===== config.mk =====
export PLATFORM = sky130hd
export DESIGN_NAME = cordic_rot_iter
export DESIGN_NICKNAME = d
export VERILOG_FILES = /design/src/rtl/cordic_rot_iter.sv
export SDC_FILE = /design/constraint.sdc
export NUM_CORES = 1
export LEC_CHECK = 0
export ABC_AREA = 1
export CAP_MARGIN = 40
export CORE_MARGIN = 2
export CORE_UTILIZATION = 60
export CTS_CLUSTER_SIZE = 40
export DETAILED_ROUTE_END_ITERATION = 7
export GPL_TIMING_DRIVEN = 0
export PLACE_DENSITY = 0.86
export SLEW_MARGIN = 20
export SYNTH_ARGS = -nofsm -noshare
export SYNTH_HDL_FRONTEND = slang
export SYNTH_SLANG_ARGS = --single-unit

===== constraint.sdc =====
create_clock -name clk -period 5.6 [get_ports clk]
set_clock_uncertainty 0.05 [all_clocks]
set_input_delay 0.56 -clock clk [delete_from_list [all_inputs] [get_ports clk]]
set_output_delay 0.56 -clock clk [all_outputs]
set_load 0.1 [all_outputs]

===== src/rtl/cordic_rot_iter.sv =====
`timescale 1ns/1ps
// cordic_rot_iter: iterative CORDIC rotation-mode engine.
// Rotates (x, y) by a 16-bit binary angle (32768 = pi), one micro-rotation
// per clock, with one transaction in flight at a time.
//
// Optional build macro CORDIC_GAIN_COMP_EN adds a GAIN state that scales the
// result by K = 0.60725 (Q1.15), giving roughly unity gain.
//
// Ports:
//   clk        clock, posedge
//   clr        asynchronous active-high reset
//   in_valid   input transaction present
//   in_ready   engine idle and able to accept
//   x_in/y_in  signed W-bit input vector
//   ang_in     signed 16-bit binary angle
//   out_valid  result held on x_out/y_out
//   out_ready  consumer accepts result
//   x_out/y_out signed W+2-bit rotated vector
module cordic_rot_iter #(
  parameter int unsigned W    = 16,
  parameter int unsigned ITER = 14
) (
  input  logic                clk,
  input  logic                clr,
  input  logic                in_valid,
  output logic                in_ready,
  input  logic signed [W-1:0] x_in,
  input  logic signed [W-1:0] y_in,
  input  logic signed [15:0]  ang_in,
  output logic                out_valid,
  input  logic                out_ready,
  output logic signed [W+1:0] x_out,
  output logic signed [W+1:0] y_out
);

  localparam int unsigned XW = W + 2;
  localparam int unsigned ZW = 16;
  localparam int unsigned IW = 4;

`ifdef CORDIC_GAIN_COMP_EN
  localparam int unsigned PW = XW + 16;
  localparam logic signed [15:0] GAIN_K = 16'sd19898;

  typedef enum logic [2:0] {
    S_IDLE,
    S_PRE,
    S_ITER,
    S_GAIN,
    S_DONE
  } state_t;
`else
  typedef enum logic [2:0] {
    S_IDLE,
    S_PRE,
    S_ITER,
    S_DONE
  } state_t;
`endif

  state_t state, state_nxt;

  logic signed [XW-1:0] x, y, x_nxt, y_nxt, xs, ys;
  logic signed [ZW-1:0] z, z_nxt, atan;
  logic [IW-1:0]        i, i_nxt;
  logic                 load_out;

`ifdef CORDIC_GAIN_COMP_EN
  logic signed [PW-1:0] px, py;
`endif

  // arctan(2^-k) in binary-angle units
  function automatic logic signed [ZW-1:0] atan_lut(input logic [IW-1:0] k);
    case (k)
      4'd0:    atan_lut = 16'sd8192;
      4'd1:    atan_lut = 16'sd4836;
      4'd2:    atan_lut = 16'sd2555;
      4'd3:    atan_lut = 16'sd1297;
      4'd4:    atan_lut = 16'sd651;
      4'd5:    atan_lut = 16'sd326;
      4'd6:    atan_lut = 16'sd163;
      4'd7:    atan_lut = 16'sd81;
      4'd8:    atan_lut = 16'sd41;
      4'd9:    atan_lut = 16'sd20;
      4'd10:   atan_lut = 16'sd10;
      4'd11:   atan_lut = 16'sd5;
      4'd12:   atan_lut = 16'sd3;
      4'd13:   atan_lut = 16'sd1;
      default: atan_lut = 16'sd0;
    endcase
  endfunction

  // State register
  always_ff @(posedge clk or posedge clr) begin
    if (clr) state <= S_IDLE;
    else     state <= state_nxt;
  end

  // Next-state and datapath-next logic
  always_comb begin
    state_nxt = state;
    x_nxt     = x;
    y_nxt     = y;
    z_nxt     = z;
    i_nxt     = i;
    load_out  = 1'b0;
    xs        = x >>> i;
    ys        = y >>> i;
    atan      = atan_lut(i);
`ifdef CORDIC_GAIN_COMP_EN
    px        = PW'(x) * PW'(GAIN_K);
    py        = PW'(y) * PW'(GAIN_K);
`endif

    case (state)
      S_IDLE: begin
        if (in_valid) begin
          x_nxt     = XW'(x_in);
          y_nxt     = XW'(y_in);
          z_nxt     = ang_in;
          state_nxt = S_PRE;
        end
      end

      // Fold angles outside [-pi/2, pi/2) by rotating pi up front
      S_PRE: begin
        if (z[15] != z[14]) begin
          x_nxt = -x;
          y_nxt = -y;
          z_nxt = {~z[15], z[14:0]};
        end
        i_nxt     = '0;
        state_nxt = S_ITER;
      end

      S_ITER: begin
        if (!z[15]) begin
          x_nxt = x - ys;
          y_nxt = y + xs;
          z_nxt = z - atan;
        end else begin
          x_nxt = x + ys;
          y_nxt = y - xs;
          z_nxt = z + atan;
        end
        i_nxt = i + IW'(1);
        if (i == IW'(ITER - 1)) begin
`ifdef CORDIC_GAIN_COMP_EN
          state_nxt = S_GAIN;
`else
          state_nxt = S_DONE;
          load_out  = 1'b1;
`endif
        end
      end

`ifdef CORDIC_GAIN_COMP_EN
      // Scale by K in Q1.15; arithmetic shift floors toward -inf
      S_GAIN: begin
        x_nxt     = XW'(px >>> 15);
        y_nxt     = XW'(py >>> 15);
        state_nxt = S_DONE;
        load_out  = 1'b1;
      end
`endif

      S_DONE: begin
        if (out_ready) state_nxt = S_IDLE;
      end

      default: state_nxt = S_IDLE;
    endcase
  end

  // Datapath and registered outputs
  always_ff @(posedge clk or posedge clr) begin
    if (clr) begin
      x         <= '0;
      y         <= '0;
      z         <= '0;
      i         <= '0;
      x_out     <= '0;
      y_out     <= '0;
      out_valid <= 1'b0;
      in_ready  <= 1'b1;
    end else begin
      x         <= x_nxt;
      y         <= y_nxt;
      z         <= z_nxt;
      i         <= i_nxt;
      if (load_out) begin
        x_out <= x_nxt;
        y_out <= y_nxt;
      end
      out_valid <= (state_nxt == S_DONE);
      in_ready  <= (state_nxt == S_IDLE);
    end
  end

endmodule

==> results of run 1 <==
==> final timing paths <==
path,startpoint,end,slack [ps],cells after the start
worst min register to register,y_out[4],y_out[4],430,2
min in group asynchronous,clr,y_out[1],540,2
max in group asynchronous,clr,x_out[14],4320,3
worst max-delay path,i[0],x_out[17],480,31
worst min-delay path,y_out[4],y_out[4],430,2
worst max register to register,i[0],x_out[17],480,31
==> sequential cells by signal (all words and copies together) (netlist names) <==
signal and count:
y 18, z 16, i 4, in_ready 1
state 3, out_valid 1, y_out 18, x 18
x_out 18
==> metrics by stage <==
step	cell area, sq um	worst slack [ps]	util
floorplan	10200	1680	-
CTS	12300	354	0.741
finish	12400	480	0.742
global placement	11400	635	0.684
global route	12400	254	0.742
detailed placement	12000	580	0.721
==> worst register-to-register path, delay by kind of cell (launching register included) <==
kind / cells / cell delay, ps
adders and majority gates: 2 / 480
DFF: 1 / 450
xor gates and xnor gates: 1 / 220
AOI/OAI and AO/OA: 3 / 920
buffers and inverters: 8 / 840
and+or+nand+nor: 17 / 2040
==> layout make-up <==
| cell class | instances | area [sq um] |
|---|---|---|
| Buffer | 69 | 357 |
| Clock buffer | 11 | 243 |
| Clock inverter | 5 | 86.3 |
| Fill cell | 1308 | 4290 |
| Inverter | 161 | 617 |
| Multi-Input combinational cell | 1297 | 6830 |
| Sequential cell | 97 | 2430 |
| Tap cell | 220 | 275 |
| Timing Repair Buffer | 130 | 1520 |
==> logic make-up (layout without fill, tap and decap cells) <==
family                     Yosys count  in the layout  synth area share
xor gates and xnor gates            50             50            0.0428
AOI/OAI and AO/OA                  298            298             0.172
DFF                                 97             97             0.238
other                                1              1          0.000367
adders and majority gates           62             62            0.0781
buffers and inverters              230            376            0.0947
and+or+nand+nor                    886            886             0.375
==> routing by layer <==
layer  wire length (um)  track usage  up-vias
met5                  0            0        -
met4               2740        0.267        0
met3               4370       0.0950      213
met2              17700        0.710      806
met1              15100        0.538     5699
li1                   -            -     5708
==> layout by cell type, fill, tap and decap left out, types with 4 or more instances in the layout <==
| cell | instances |
|---|---|
| xnor2_1 | 16 |
| o211ai_1 | 21 |
| clkdlybuf4s50_1 | 89 |
| buf_2 | 9 |
| nor4_1 | 4 |
| nor3_1 | 31 |
| nand2_2 | 6 |
| and2_1 | 4 |
| buf_1 | 4 |
| a21oi_1 | 114 |
| buf_8 | 37 |
| or2_2 | 19 |
| nand3_2 | 5 |
| nand3_1 | 179 |
| o21ai_1 | 10 |
| inv_2 | 4 |
| o21a_1 | 4 |
| dfrtp_1 | 96 |
| clkinv_1 | 4 |
| inv_1 | 149 |
| o21ai_0 | 77 |
| a31oi_1 | 17 |
| xor2_1 | 34 |
| o31ai_1 | 5 |
| nor2_1 | 123 |
| clkbuf_16 | 9 |
| nor2_2 | 10 |
| nand4_1 | 15 |
| o2111ai_1 | 6 |
| nand2_1 | 474 |
| a22oi_1 | 13 |
| buf_4 | 10 |
| buf_6 | 8 |
| nand3b_1 | 7 |
| clkbuf_1 | 41 |
| a21o_1 | 4 |
| ha_1 | 59 |
==> metrics.csv, run 1 <==
metric,value,unit
insertedDiodeCount,0,
synth_flop_cell,dfrtp_1,
fin_nets,1879,
synth_largest_area_cell,dfrtp_1,
drt_pass1_iterations,6,
numCtsBuffers,9,
crit_path_start_kind,flop,
grt_first_pass_wirelength,61700,um
core_area,16600,sq um
grt_overflow,0,
io-pin-count,90,
routed_wirelength,39900,um
synth_edf_count,0,
postCtsSetupRepairBufs,0,
setup_viol,0,
min_path_type,flop to flop,
cts-root-buf,clkbuf_16,
worstPathRequired,5790,ps
slew_viol_final,0,
die_x,135,um
viasPerCell,6.24,
yosys-top-cells-area,"dfrtp_1, nand2_1, nand3_1, ha_1, a21oi_1",
worst_slew_pin_slew,925,ps
syn_area,10200,sq um
critPathBufInv,8,
drc,0,
drive_gt1_frac,0.0785,
synth_most_common_cell,nand2_1,
cts_sinks,97,
max-clock-path-buffers,2,
start_util,0.614,
port_buffers,89,
outcome,completed,
relSlewSlack,0.383,
yosysUniqueCellTypes,59,
arrival,5310,ps
gp_congestion,1.10,
fin_tns_setup,0,ps
cts_tree,done,
cp_slowest_stage_delay,760,ps
vias,12426,
crit_top_cell,nand2_1,
track_usage,0.439,
postCtsHoldBufs,0,
synthCells,1624,
antenna_found_initial,0,
clk_pin_slew,80,ps
grt_pass1_vias,11852,
die-area,18100,sq um
finalCritPeriodShare,0.914,
wl_per_cell,20.0,um
synth_seq_area_share,0.238,
synth_warnings,0,
fin_crit,5120,ps
syn_nets,1738,
crit_fanout,11,
crit_slowest_cell,o311ai_1,
ys_top_cells_by_count,"nand2_1, nand3_1, inv_1",
num_rows,47,
path_delay_family,simple AND/OR/NAND/NOR gates,
maxCapViolations,0,
stdcell_count,1990,
post-dp-hpwl,30800,um
rsz0062_at_grt,false,
holdWs,433,ps
postRouteAntennaNets,0,
fmax,195,MHz
crit_type,flop to flop,
async_flop_share,1.00,
cts_resized,0,
h-tree-depth,3,
syn_area_per_cell,6.29,sq um
die-height,135,um
first_iter_violations,1459,
clk_latency,370,ps
syn_to_final_growth,20.8,%
yosys_register_bits,97,
hold_viol,0,
critPathCaptureType,flop,
placedCellCount,1972,
synth_top_area_frac,0.235,
grt_max_degree,53,
Power of run 1 is left out: the tool's default activity adds up to more than one toggle a clock period on the data nets, which glitch-free logic cannot reach.
==> run 2: changes to the inputs <==
Settings changed: CORE_UTILIZATION 60 to 65, PLACE_DENSITY 0.86 to 0.92.
Clock period 5.6 ns to 6.4 ns, I/O delays scaled along.
==> run 2 against run 1 <==
Against the previous run:
- the run now ends with DRC left
- worst hold slack lost 4.1 ps
- cell count shrank 0.40%
- via count grew 2.8%
- critical path depth is the same
- flip-flop and latch count is the same
- first-iteration DRC count grew 28%
- die area shrank 7.5%
- sequential share of layout area is essentially flat
- worst setup slack gained 910 ps
==> metrics.csv, run 2 (synthesis results as in run 1) <==
metric,value,unit
cts_resized,0,
min_path_type,flop to flop,
antenna_found_initial,0,
grt_max_degree,54,
maxCapViolations,0,
track_usage,0.480,
slew_viol_final,0,
drt_pass1_iterations,8,
r2r_start,i[0],
outcome,finished with violations,
crit_top_cell,nand2_1,
relSlewSlack,0.315,
r2r-end,x_out[17],
postRouteAntennaNets,0,
crit_type,flop to flop,
clk_pin_slew,80,ps
cp_slowest_stage_delay,630,ps
fillCellCount,1047,
place_area,12000,sq um
crit_path_start,i[0],
hold_end,x_out[7],
place_ws,1580,ps
holdPathStages,2,
die_x,129,um
worstHoldStart,x_out[7],
grt_util_met3,0.152,
max-clock-path-buffers,2,
crit_fanout,11,
cts_sinks,97,
critPathCaptureType,flop,
cts_tree,done,
io-pin-count,90,
gp_congestion,1.10,
use_met2,0.755,
grt_overflow,0,
numCtsBuffers,9,
crit_path_start_kind,flop,
wl_per_cell,20.3,um
syn_to_final_growth,20.7,%
core_area,15300,sq um
grt_first_pass_wirelength,61600,um
setup_viol,0,
grt_pass1_vias,12330,
fin_nets,1880,
die-height,129,um
first_iter_violations,1867,
design_area,12300,sq um
rsz0062_at_grt,false,
post-dp-hpwl,30500,um
arrival,5210,ps
drive_gt1_frac,0.0796,
violations,DRC,
cts-root-buf,clkbuf_16,
final_cell_mix,"nand2_1, nand3_1, inv_1",
r2r_setup_slack,1390,ps
clk_latency,370,ps
fmax,200,MHz
start_util,0.670,
finalCritPeriodShare,0.783,
worst_slack,1390,ps
crit_slowest_cell,o311ai_0,
fin_tns_setup,0,ps
postCtsSetupRepairBufs,0,
num_rows,45,
hold_viol,0,
busiest_layer,met2,
viasPerCell,6.45,
routed_wirelength,40300,um
insertedDiodeCount,0,
worst_slew_pin_slew,1020,ps
h-tree-depth,3,
fin_crit,5010,ps
reg2reg_depth,31,
final_common_cell,nand2_1,
postCtsHoldBufs,0,
vias,12776,
use_met1,0.554,
die-area,16700,sq um
worstPathRequired,6600,ps
port_buffers,89,
drc,4,
[run 2: cell count changes in the layout (fill, tap and decap cells not counted), sizes merged]
cell	change
bufinv	-1
clkbuf	-2
buf	+1
clkinv	+3
[run 2: worst max path at each step]
stage	end	slack [ps]
floorplan	z[13]	2480
global placement	x[6]	1650
detailed placement	x_out[17]	1580
CTS	x_out[17]	1540
global route	x_out[17]	980
finish	x_out[17]	1390
[run 2: critical path, delay by kind of cell, from the launching register on]
| kind | cells | cell delay [ps] |
|---|---|---|
| and+or+nand+nor | 17 | 2090 |
| buffers and inverters | 8 | 860 |
| AOI/OAI and AO/OA | 3 | 790 |
| adders and majority gates | 2 | 480 |
| DFF | 1 | 460 |
| xor gates and xnor gates | 1 | 160 |
[run 2: through the flow]
stage                     cells   util  hold WS (ps)
after floorplan            1624      -           409
after global placement     1924  0.746           413
after detailed placement   1963  0.786           414
after CTS                  1979  0.807           433
after global routing       1982  0.809           453
final                      1982  0.809           429
[run 2: metal layers]
metal | vias up | wire (um)
li1 | 5707 | -
met2 | 1023 | 17500
met1 | 5742 | 14300
met5 | - | 0
met4 | 0 | 3300
met3 | 304 | 5190
[run 2: area by class of cell]
cell class	count	area, sq um	area share
plain buffers	69	357	0.0289
clock buffers	9	225	0.0183
clock inverters	7	88.8	0.00720
inverters	161	617	0.0500
multi-input cells	1297	6830	0.553
flip-flops and latches	97	2430	0.197
well taps	211	264	0.0214
repair buffers	131	1540	0.124
Power of run 2 is left out for the same reason.
